--- config.mk ---
export PLATFORM = sky130hd
export DESIGN_NAME = reg_write_arbiter
export DESIGN_NICKNAME = d
export VERILOG_FILES = /design/src/rtl/reg_write_arbiter.sv
export SDC_FILE = /design/constraint.sdc
export NUM_CORES = 1
export LEC_CHECK = 0
export BUFFER_PORTS_ARGS = -buffer_cell sky130_fd_sc_hd__buf_2
export CELL_PAD_IN_SITES_DETAIL_PLACEMENT = 1
export CELL_PAD_IN_SITES_GLOBAL_PLACEMENT = 2
export CORE_MARGIN = 2
export CORE_UTILIZATION = 24
export CTS_CLUSTER_DIAMETER = 80
export DETAILED_ROUTE_END_ITERATION = 10
export GPL_TIMING_DRIVEN = 1
export PLACE_DENSITY_LB_ADDON = 0.1
export SYNTH_ARGS = -nofsm -noshare
export SYNTH_HDL_FRONTEND = slang
export SYNTH_SLANG_ARGS = --single-unit
--- constraint.sdc ---
create_clock -name clk -period 1.4 [get_ports clk]
set_clock_uncertainty 0.1 [all_clocks]
set_input_delay 0.14 -clock clk [delete_from_list [all_inputs] [get_ports clk]]
set_output_delay 0.14 -clock clk [all_outputs]
set_load 0.02 [all_outputs]
--- src/rtl/reg_write_arbiter.sv ---
// reg_write_arbiter
// Shares the register file's single write port between the ALU writeback and
// the memory load return. Round-robin arbitration on valid/ready handshakes,
// a registered write stage that drives the register file directly, and a
// pending-write scoreboard that decode uses to stall on hazards.
module reg_write_arbiter #(
   parameter int DATA_W = 8,
   parameter int ADDR_W = 3
) (
   input  logic                    clk,
   input  logic                    reset,

   // ALU writeback producer
   input  logic                    alu_valid,
   input  logic [ADDR_W-1:0]       alu_addr,
   input  logic [DATA_W-1:0]       alu_data,
   output logic                    alu_ready,

   // Load return producer
   input  logic                    mem_valid,
   input  logic [ADDR_W-1:0]       mem_addr,
   input  logic [DATA_W-1:0]       mem_data,
   output logic                    mem_ready,

   // Decode reservation of a destination register
   input  logic                    reserve_en,
   input  logic [ADDR_W-1:0]       reserve_addr,

   // Register file write port
   output logic                    rf_write_enable,
   output logic [ADDR_W-1:0]       rf_write_addr,
   output logic [DATA_W-1:0]       rf_write_data,

   // Scoreboard status
   output logic [(2**ADDR_W)-1:0]  busy,
   output logic                    orphan_err
);

   localparam int NUM_REGS = 2**ADDR_W;
   localparam logic [NUM_REGS-1:0] ONE_HOT_BASE = {{(NUM_REGS-1){1'b0}}, 1'b1};

   typedef enum logic {
      GRANT_ALU = 1'b0,
      GRANT_MEM = 1'b1
   } grant_e;

   grant_e              last_grant;
   logic                alu_win;
   logic                mem_win;
   logic                transfer;
   logic [ADDR_W-1:0]   win_addr;
   logic [DATA_W-1:0]   win_data;
   logic [NUM_REGS-1:0] commit_mask;
   logic [NUM_REGS-1:0] reserve_mask;
   logic [NUM_REGS-1:0] busy_next;
   logic                orphan_hit;

   // Grant decision: a lone requester always wins; a tie goes to the
   // requester that did not win the previous transfer.
   always_comb begin
      // NOTE: every always_comb output gets a default first, so no path
      // leaves it unassigned and no latch is inferred.
      alu_win = 1'b0;
      mem_win = 1'b0;
      if (alu_valid && mem_valid) begin
         if (last_grant == GRANT_MEM) begin
            alu_win = 1'b1;
         end else begin
            mem_win = 1'b1;
         end
      end else if (alu_valid) begin
         alu_win = 1'b1;
      end else if (mem_valid) begin
         mem_win = 1'b1;
      end
   end

   // Ready depends only on the valids and last_grant, never on reserve_*.
   assign alu_ready = alu_win;
   assign mem_ready = mem_win;
   assign transfer  = alu_win | mem_win;

   // Steer the winning producer's address and data toward the write stage.
   always_comb begin
      win_addr = alu_addr;
      win_data = alu_data;
      if (mem_win) begin
         win_addr = mem_addr;
         win_data = mem_data;
      end
   end

   // Round-robin pointer: moves only when a transfer actually happens.
   always_ff @(posedge clk or posedge reset) begin
      // NOTE: clocked state uses non-blocking assignments so every flop
      // samples pre-edge values regardless of block ordering.
      if (reset) begin
         last_grant <= GRANT_MEM;
      end else if (alu_win) begin
         last_grant <= GRANT_ALU;
      end else if (mem_win) begin
         last_grant <= GRANT_MEM;
      end
   end

   // Registered write stage: one enable pulse per accepted transfer; the
   // address and data hold their last value while idle.
   always_ff @(posedge clk or posedge reset) begin
      if (reset) begin
         rf_write_enable <= 1'b0;
         rf_write_addr   <= '0;
         rf_write_data   <= '0;
      end else begin
         rf_write_enable <= transfer;
         if (transfer) begin
            rf_write_addr <= win_addr;
            rf_write_data <= win_data;
         end
      end
   end

   // Scoreboard next state: commit clears, reservation sets, and the set is
   // applied last so a same-cycle reserve and commit leave the bit busy.
   always_comb begin
      commit_mask  = '0;
      reserve_mask = '0;
      if (rf_write_enable) begin
         commit_mask = ONE_HOT_BASE << rf_write_addr;
      end
      if (reserve_en) begin
         reserve_mask = ONE_HOT_BASE << reserve_addr;
      end
      busy_next  = (busy & ~commit_mask) | reserve_mask;
      orphan_hit = rf_write_enable && !busy[rf_write_addr];
   end

   // Pending-write flags and the sticky orphan-commit flag.
   always_ff @(posedge clk or posedge reset) begin
      // NOTE: busy is a small flop vector, not a RAM, so it is cleared by
      // reset like any other control state; stale flags would stall decode.
      if (reset) begin
         busy       <= '0;
         orphan_err <= 1'b0;
      end else begin
         busy <= busy_next;
         if (orphan_hit) begin
            orphan_err <= 1'b1;
         end
      end
   end

endmodule

==> results of run 1 <==
==> timing repair <==
action,4_1_cts,5_1_grt
setup buffers,2,0
endpoints found under the hold margin,21,0
resized for setup,5,7
endpoints found under the setup margin,2,5
hold buffers,1,0
==> final cells by class <==
cell class                      count  area [sq um]  share of cell area, %
Sequential cell                    22         554.3                  33.61
Multi-Input combinational cell     69         511.7                  31.03
Timing Repair Buffer               67         387.9                  23.52
Tap cell                           54         67.56                  4.097
Inverter                           15         56.30                  3.414
Clock buffer                        3         41.29                  2.504
Clock inverter                      1         30.03                  1.821
==> critical path: cells and delay by family (launching register included) <==
family	cells	cell delay [ps]
compound gates	1	100
flops	1	570
buf+inv	3	280
==> layout by cell type, fill, tap and decap left out <==
cell type / count
nand2_1: 3
a21oi_1: 1
o22ai_1: 12
dfrtp_2: 2
o21ai_1: 1
buf_6: 2
nand2b_1: 3
clkbuf_8: 3
or2_2: 1
buf_4: 14
a31oi_1: 11
o21ai_0: 11
inv_1: 13
nand3_1: 1
or3_1: 1
bufinv_16: 1
nor2_1: 1
a21boi_2: 1
or3b_4: 1
buf_2: 50
o31ai_1: 4
nor2_2: 1
inv_2: 2
mux4_2: 1
dfstp_2: 1
dfrtp_1: 19
dlygate4sd3_1: 1
a21bo_4: 1
mux2_2: 13
nand3b_1: 1
==> state kept, by name, indices dropped and copies added (netlist names) <==
name and flops:
last_grant 1, busy 8, rf_write_enable 1, rf_write_data 8, rf_write_addr 3, orphan_err 1
==> worst paths after layout <==
| path | end | slack, ps | cells after the start |
|---|---|---|---|
| worst max register to register | orphan_err | 30 | 3 |
| min in group asynchronous | busy[7] | 350 | 4 |
| worst min register to register | orphan_err | 370 | 1 |
| worst max-delay path | alu_ready | -50 | 4 |
| worst min-delay path | busy[4] | 9 | 2 |
| max in group asynchronous | last_grant | 560 | 4 |
==> power groups by stage <==
stage	combinational [uW]	sequential (uW)	clock [uW]
finish	772	857	608
global route	845	882	653
CTS	769	863	634
detailed placement	746	874	0
global placement	742	861	0
floorplan	298	1010	0
==> per-layer routing <==
| layer | wire length (microns) | GRT usage, % |
|---|---|---|
| met5 | 0 | 0 |
| met4 | 13 | 3.704 |
| met3 | 151 | 2.624 |
| met2 | 1862 | 25.73 |
| met1 | 1445 | 17.05 |
==> metrics by stage <==
step / hold WS (ps) / total power (uW) / cells
floorplan: 28.34 / 1312 / 113
global placement: 97.46 / 1603 / 224
global route: 10.73 / 2380 / 231
CTS: 0.6858 / 2266 / 231
finish: 8.706 / 2237 / 231
detailed placement: 108.6 / 1620 / 224
==> kinds of logic after synthesis <==
logic type,after synthesis,synth area share (%)
AOI/OAI and AO/OA,42,22.38
buffers and inverters,22,8.515
and+or+nand+nor,13,6.224
muxes,14,14.74
DFF,22,48.14
==> flow_metrics.env, run 1 <==
export IMPL_synth_edf_count=0
export IMPL_cts_root_buf="clkbuf_8"
export IMPL_insertion_delay_ps=260
export IMPL_synth_cell_types=24
export IMPL_placed_cell_area_sq_mm=0.001525
export IMPL_final_net_count=208
export IMPL_worst_slack_ps=-47.27
export IMPL_grt_pass1_vias=1185
export IMPL_power_density_mw_per_mm2=1356
export IMPL_slowest_delay_ps=570
export IMPL_drive_above_1_share_pct=53.11
export IMPL_start_util_pct=24.59
export IMPL_dieArea_sq_mm=0.005344
export IMPL_globalplace_congestion=0.7313
export IMPL_yosysWarningCount=0
export IMPL_p_int_uw=1492
export IMPL_syn_to_final_growth_pct=43.89
export IMPL_crit_chain="buf_6 > inv_2 > a21boi_2 > buf_4"
export IMPL_required_ps=1160
export IMPL_htree_levels=1
export IMPL_die_h_microns=73.11
export IMPL_dp_slack_ps=24.55
export IMPL_drv_cap=0
export IMPL_setup_tns_final_ps=-47.27
export IMPL_die_x_microns=73.11
export IMPL_cts_buffer_depth=2
export IMPL_synth_common_cells="dfrtp_1 (21), inv_1 (15), mux2_2 (13), o21ai_0 (12), o22ai_1 (12)"
export IMPL_coreArea_sq_mm=0.004661
export IMPL_synth_seq_cells=22
export IMPL_ant_nets=0
export IMPL_dr_first_iter_drc_count=69
export IMPL_yosysMostFrequentCell="dfrtp_1"
export IMPL_grt_pass1_wl_microns=5823
export IMPL_io_buffers=52
export IMPL_synth_top_cell_area_share_pct=45.85
export IMPL_drv_slew=0
export IMPL_numCtsBuffers=3
export IMPL_vias_per_cell=4.840
export IMPL_syn_nets=143
export IMPL_leakagePower_uw=0.0007885
export IMPL_drt_pre_antenna_iters=4
export IMPL_rsz0062_at_grt="true"
export IMPL_wl_per_cell_microns=15.03
export IMPL_irDropWorstVdd_mv=0.5473
export IMPL_finalInstanceArea_sq_mm=0.001649
export IMPL_seq_area_frac_synth_pct=48.14
export IMPL_cts_sinks=22
export IMPL_setup_viol=1
export IMPL_critPathSlowestCell="dfstp_2"
export IMPL_setup_worst_path_start="last_grant"
export IMPL_antenna_cells=0
export IMPL_seq_power_share_pct=38.3
export IMPL_critPathArrivalTime_ps=1210
export IMPL_status="finished with violations"
export IMPL_swShare_pct=33.32
export IMPL_max_slew_margin_pct=69.08
export IMPL_clkTransAtPathRegs_ps=90
export IMPL_synth_top_area_cell="dfrtp_1"
export IMPL_grt_util_all_layers_pct=14.19
export IMPL_synth_area_leaders="dfrtp_1 (46%), mux2_2 (13%), o22ai_1 (6.6%), a31oi_1 (6.0%), o21ai_0 (5.2%)"
export IMPL_hpwl_microns=2615
export IMPL_violations="setup timing"
export IMPL_synth_ff_type="dfrtp_1"
export IMPL_async_flop_share_pct=100.0
export IMPL_syn_area_sq_mm=0.001146
export IMPL_startpoint_type="flop"
export IMPL_ios=53
export IMPL_hold_path_startpoint="reserve_addr[1]"
export IMPL_cts_tree="built"
export IMPL_synth_avg_cell_area_sq_um=10.14
export IMPL_period_share_pct=103.4
export IMPL_vias=1118
export IMPL_nFillCells=558
export IMPL_antenna_found_initial=0
export IMPL_grt_max_degree=25
export IMPL_wl_microns=3473
export IMPL_syn_inst=113
export IMPL_p_comb_share_pct=34.5
export IMPL_fmax_mhz=691.0
export IMPL_final_util_pct=35.38
export IMPL_rows=25
export IMPL_path_max_fanout=3
export IMPL_rr_startpoint="rf_write_addr[0]"
export IMPL_grt_ovfl_total=0
export IMPL_worst_pin_slew_ps=463.8
export IMPL_hold_viol=0
export IMPL_layout_min_cycle_time_ps=1447
export IMPL_path_class="flop to primary output"
export IMPL_hold_class="primary input to flop"
export IMPL_p_switching_uw=745.3
export IMPL_post_route_drc_count=0
export IMPL_clkPwrFrac_pct=27.2
export IMPL_end_kind="primary output"
Power figures use the tool's default switching activity.
==> inputs of run 2 (changes only) <==
- REMOVE_ABC_BUFFERS: unset -> 1
==> run 2 against run 1 <==
Net effect:
- the run now ends clean
- via count fell by 2.1%
- power fell by 0.13%
- global-route usage rose by 0.24 points
- critical path type unchanged
- critical endpoint unchanged
- highest routed layer unchanged
==> flow_metrics.env, run 2 (synthesized netlist as in run 1, its figures left out) <==
export IMPL_holdPathStages=3
export IMPL_p_switching_uw=751.3
export IMPL_post_route_drc_count=0
export IMPL_rows=25
export IMPL_coreArea_sq_mm=0.004661
export IMPL_antenna_cells=0
export IMPL_layout_min_cycle_time_ps=1383
export IMPL_worst_pin_slew_ps=471.5
export IMPL_power_density_mw_per_mm2=1370
export IMPL_die_x_microns=73.11
export IMPL_instances_no_fill=230
export IMPL_p_int_uw=1483
export IMPL_irDropWorstVdd_mv=0.3975
export IMPL_antenna_found_initial=0
export IMPL_cts_sinks=22
export IMPL_cp_top_family="flip-flops"
export IMPL_fmax_mhz=723.0
export IMPL_cts_root_buf="clkbuf_8"
export IMPL_vias=1095
export IMPL_drive_above_1_share_pct=50.57
export IMPL_syn_to_final_growth_pct=42.25
export IMPL_globalplace_congestion=0.7159
export IMPL_ios=53
export IMPL_path_depth=3
export IMPL_p_comb_share_pct=34.2
export IMPL_path_class="flop to primary output"
export IMPL_ant_nets=0
export IMPL_clkTransAtPathRegs_ps=90
export IMPL_drv_cap=0
export IMPL_vias_per_cell=4.761
export IMPL_rsz0062_at_grt="true"
export IMPL_wl_per_cell_microns=15.33
export IMPL_max_slew_margin_pct=68.57
export IMPL_layout_common_cells="buf_2 (50), dfrtp_1 (20), inv_1 (14), buf_4 (14), mux2_2 (13)"
export IMPL_final_net_count=207
export IMPL_critPathArrivalTime_ps=1140
export IMPL_dp_cells=223
export IMPL_cts_buffer_depth=2
export IMPL_leakagePower_uw=0.0007846
export IMPL_required_ps=1160
export IMPL_drt_pre_antenna_iters=2
export IMPL_setup_viol=0
export IMPL_slowest_delay_ps=570
export IMPL_worstHoldEndpoint="rf_write_data[5]"
export IMPL_status="finished clean"
export IMPL_critPathSlowestCell="dfstp_2"
export IMPL_r2r_setup_slack_ps=30
export IMPL_grt_ovfl_total=0
export IMPL_hold_ws_ps=18.67
export IMPL_grt_util_all_layers_pct=14.43
export IMPL_drv_slew=0
export IMPL_hold_class="primary input to flop"
export IMPL_final_common_cell="buf_2"
export IMPL_crit_chain="inv_1 > a21boi_1 > buf_4"
export IMPL_cts_tree="built"
export IMPL_clkPwrFrac_pct=27.3
export IMPL_startpoint_type="flop"
export IMPL_critPathBufInv=2
export IMPL_r2r_cells=3
export IMPL_hpwl_microns=2646
export IMPL_dieArea_sq_mm=0.005344
export IMPL_grt_pass1_wl_microns=5844
export IMPL_path_max_fanout=3
export IMPL_end_kind="primary output"
export IMPL_die_h_microns=73.11
export IMPL_seq_power_share_pct=38.5
export IMPL_start_util_pct=24.59
export IMPL_numCtsBuffers=3
export IMPL_period_share_pct=98.79
export IMPL_grt_max_degree=23
export IMPL_swShare_pct=33.63
export IMPL_reg_top3="busy (8), rf_write_data (8), rf_write_addr (3)"
export IMPL_hold_path_startpoint="alu_data[5]"
export IMPL_hold_viol=0
export IMPL_insertion_delay_ps=260
export IMPL_grt_pass1_vias=1159
export IMPL_wl_microns=3525
export IMPL_r2r_end="orphan_err"
export IMPL_dr_first_iter_drc_count=32
export IMPL_io_buffers=52
export IMPL_htree_levels=1
export IMPL_rr_startpoint="rf_write_addr[0]"
## run 2: cell count changes in the layout (fill, tap and decap cells not counted), sizes merged
cell  change
buf       -1
## run 2: layer usage
metal  track usage (%)  part of all wire [%]
met5                 0                     0
met4             4.321                  0.85
met3             2.901                   4.1
met2             25.33                    51
met1             17.68                    44
## run 2: how the worst max path moves through the flow
stage	slack, ps	from	end
finish	20	last_grant	alu_ready
global route	-20	last_grant	alu_ready
CTS	3	rf_write_addr[0]	orphan_err
detailed placement	6	alu_valid	mem_ready
global placement	20	rf_write_addr[1]	busy[0]
floorplan	-80	rf_write_addr[0]	orphan_err
## run 2: worst reg2reg max path, stage by stage (launching register included)
cell and delay (ps):
dfrtp_2 450, mux4_2 340, nor2_1 40, or3_1 330
## run 2: cell type report
type,instances,area (sq um)
Fill cell,556,3030
Inverter,15,56.30
Clock inverter,1,30.03
Clock buffer,3,41.29
Timing Repair Buffer,66,376.6
Sequential cell,22,553.0
Multi-Input combinational cell,69,505.5
Tap cell,54,67.56
## run 2: power groups by stage
stage | Clock, uW | Sequential, uW | Combinational [uW]
floorplan | 0 | 1030 | 256
global placement | 0 | 865 | 733
detailed placement | 0 | 871 | 746
CTS | 627 | 858 | 767
global route | 656 | 882 | 838
finish | 610 | 859 | 765
## run 2: through the flow
step	util [%]	setup TNS, ps	setup WS, ps	total power, uW	instance area, sq um
CTS	34.77	0	2.657	2252	1620
detailed placement	32.51	0	5.608	1617	1515
global route	34.98	-34.82	-24.07	2376	1630
floorplan	-	-166.1	-75.86	1282	1105
global placement	32.51	0	22.99	1598	1515
finish	34.98	0	16.89	2234	1630
## run 2: what timing repair did
action,in CTS,in global routing
gates resized for setup,3,7
cloned,0,0
endpoints found under the hold margin,21,0
buffers inserted,2,0
hold buffers,1,0
setup endpoints to repair,2,5
==> inputs of run 3 (changes only) <==
- CORE_UTILIZATION: 24 -> 25
- CTS_BUF_LIST: unset -> sky130_fd_sc_hd__clkbuf_2 sky130_fd_sc_hd__clkbuf_4 sky130_fd_sc_hd__clkbuf_8
==> run 3 against run 2 <==
Net effect:
- wire length grew 1.7%
- final area shrank 0.23%
- power shrank 6.9%
- non-clock buffer count grew 2
- critical path depth is the same
- register-to-register slack is essentially flat
- worst hold slack lost 8.3 ps
- sequential share of layout area grew 0.078 points
- flip-flop and latch count is the same
- first-iteration DRC count grew 22%
- die area shrank 3.8%
- largest power group unchanged
- highest routed layer unchanged
==> flow_metrics.env, run 3 (synthesized netlist as in run 1, its figures left out) <==
export IMPL_hpwl_microns=2648
export IMPL_p_comb_share_pct=37.3
export IMPL_path_max_fanout=6
export IMPL_coreArea_sq_mm=0.004384
export IMPL_ant_nets=0
export IMPL_post_route_drc_count=0
export IMPL_status="finished clean"
export IMPL_final_common_cell="buf_2"
export IMPL_antenna_found_initial=0
export IMPL_crit_chain="mux4_2 > nor2_1 > or3_1"
export IMPL_dr_first_iter_drc_count=39
export IMPL_max_slew_margin_pct=67.67
export IMPL_p_switching_uw=746.8
export IMPL_seq_power_share_pct=41.6
export IMPL_fmax_mhz=722.5
export IMPL_hold_viol=0
export IMPL_setup_viol=0
export IMPL_dp_cells=221
export IMPL_dieArea_sq_mm=0.005142
export IMPL_vias=1124
export IMPL_grt_pass1_vias=1215
export IMPL_grt_util_all_layers_pct=14.96
export IMPL_critPathSlowestCell="dfrtp_2"
export IMPL_slowest_delay_ps=460
export IMPL_power_density_mw_per_mm2=1279
export IMPL_drv_slew=0
export IMPL_grt_ovfl_total=0
export IMPL_cts_sinks=22
export IMPL_total_power_uw=2080
export IMPL_nFillCells=520
export IMPL_path_class="flop to flop"
export IMPL_drive_above_1_share_pct=51.69
export IMPL_die_x_microns=71.71
export IMPL_hold_class="primary input to flop"
export IMPL_reg_top3="busy (8), rf_write_data (8), rf_write_addr (3)"
export IMPL_die_h_microns=71.71
export IMPL_leakagePower_uw=0.0007831
export IMPL_required_ps=1440
export IMPL_area_sequential_sq_um=553.0
export IMPL_r2r_setup_slack_ps=20
export IMPL_worstHoldEndpoint="busy[0]"
export IMPL_drt_pre_antenna_iters=4
export IMPL_rows=24
export IMPL_vias_per_cell=4.887
export IMPL_hold_ws_ps=10.37
export IMPL_clkTransAtPathRegs_ps=80
export IMPL_cts_tree="built"
export IMPL_wl_microns=3586
export IMPL_placed_cell_area_sq_mm=0.001513
export IMPL_io_buffers=52
export IMPL_worst_pin_slew_ps=485.0
export IMPL_holdPathStages=2
export IMPL_final_net_count=209
export IMPL_critPathBufInv=0
export IMPL_swShare_pct=35.91
export IMPL_p_int_uw=1333
export IMPL_rsz0062_at_grt="true"
export IMPL_instances_no_fill=230
export IMPL_insertion_delay_ps=260
export IMPL_r2r_cells=3
export IMPL_grt_max_degree=26
export IMPL_rr_startpoint="rf_write_addr[0]"
export IMPL_wl_per_cell_microns=15.59
export IMPL_cp_top_family="flip-flops"
export IMPL_finalInstanceArea_sq_mm=0.001627
export IMPL_layout_common_cells="buf_2 (50), dfrtp_1 (20), buf_4 (15), inv_1 (13), mux2_2 (13)"
export IMPL_r2r_end="orphan_err"
export IMPL_numCtsBuffers=3
export IMPL_clkPwrFrac_pct=21.0
export IMPL_grt_pass1_wl_microns=5996
export IMPL_syn_to_final_growth_pct=41.92
export IMPL_antenna_cells=0
export IMPL_layout_min_cycle_time_ps=1384
export IMPL_setup_tns_final_ps=0
export IMPL_ios=53
export IMPL_cts_buffer_depth=2
export IMPL_end_kind="flop"
export IMPL_hold_path_startpoint="reserve_addr[1]"
export IMPL_period_share_pct=98.86
export IMPL_cts_root_buf="clkbuf_8"
export IMPL_drv_cap=0
export IMPL_globalplace_congestion=0.7027
export IMPL_irDropWorstVdd_mv=0.4060
export IMPL_multi_input_area_sq_um=509.2
export IMPL_start_util_pct=26.14
export IMPL_htree_levels=1
export IMPL_critPathArrivalTime_ps=1430
export IMPL_startpoint_type="flop"
[run 3: worst max path at each step]
stage | from | end | slack, ps | depth (start not counted)
2_1_floorplan | rf_write_addr[0] | orphan_err | -80 | 3
3_3_place_gp | rf_write_addr[1] | busy[0] | -10 | 3
3_5_place_dp | alu_valid | rf_write_data[5] | -30 | 4
4_1_cts | last_grant | alu_ready | 0.8 | 3
5_1_grt | last_grant | alu_ready | -30 | 3
6_report | rf_write_addr[0] | orphan_err | 20 | 3
[run 3: metal layers]
layer  GRT usage (%)  routed length [microns]
met1           18.01                     1513
met5               0                        0
met2           27.47                     1892
met3           2.250                      153
met4           4.193                       27
[run 3: repair_timing]
| action | 4_1_cts | 5_1_grt |
|---|---|---|
| pin swaps | 1 | 1 |
| buffers inserted | 3 | 0 |
| gates resized for setup | 7 | 5 |
| hold endpoints to repair | 22 | 0 |
| hold buffers | 2 | 0 |
| gates cloned | 0 | 0 |
| endpoints found under the setup margin | 4 | 5 |
[run 3: worst reg2reg max path: cells and delay by family (launching register included)]
kind	cells	cell delay (ps)
simple gates	2	370
flops	1	460
mux	1	340
[run 3: through the flow]
| step | util [%] | worst slack (ps) |
|---|---|---|
| after CTS | 36.90 | 0.8464 |
| after global routing | 37.10 | -31.37 |
| after global placement | 34.50 | -12.95 |
| after floorplan | - | -75.86 |
| final | 37.10 | 15.97 |
| after detailed placement | 34.50 | -26.23 |
[run 3: cell type report]
cell class | instances | area share [%]
Tap cell | 52 | 4.000
Timing Repair Buffer | 68 | 24.23
Clock buffer | 4 | 3.000
Inverter | 15 | 3.462
Multi-Input combinational cell | 69 | 31.31
Sequential cell | 22 | 34.00
[run 3: power by group through the flow]
stage | Clock, uW | Combinational [uW] | Sequential, uW
after detailed placement | 0 | 746 | 880
after floorplan | 0 | 256 | 1030
after global placement | 0 | 732 | 878
final | 437 | 777 | 866
after global routing | 499 | 850 | 889
after CTS | 459 | 782 | 868
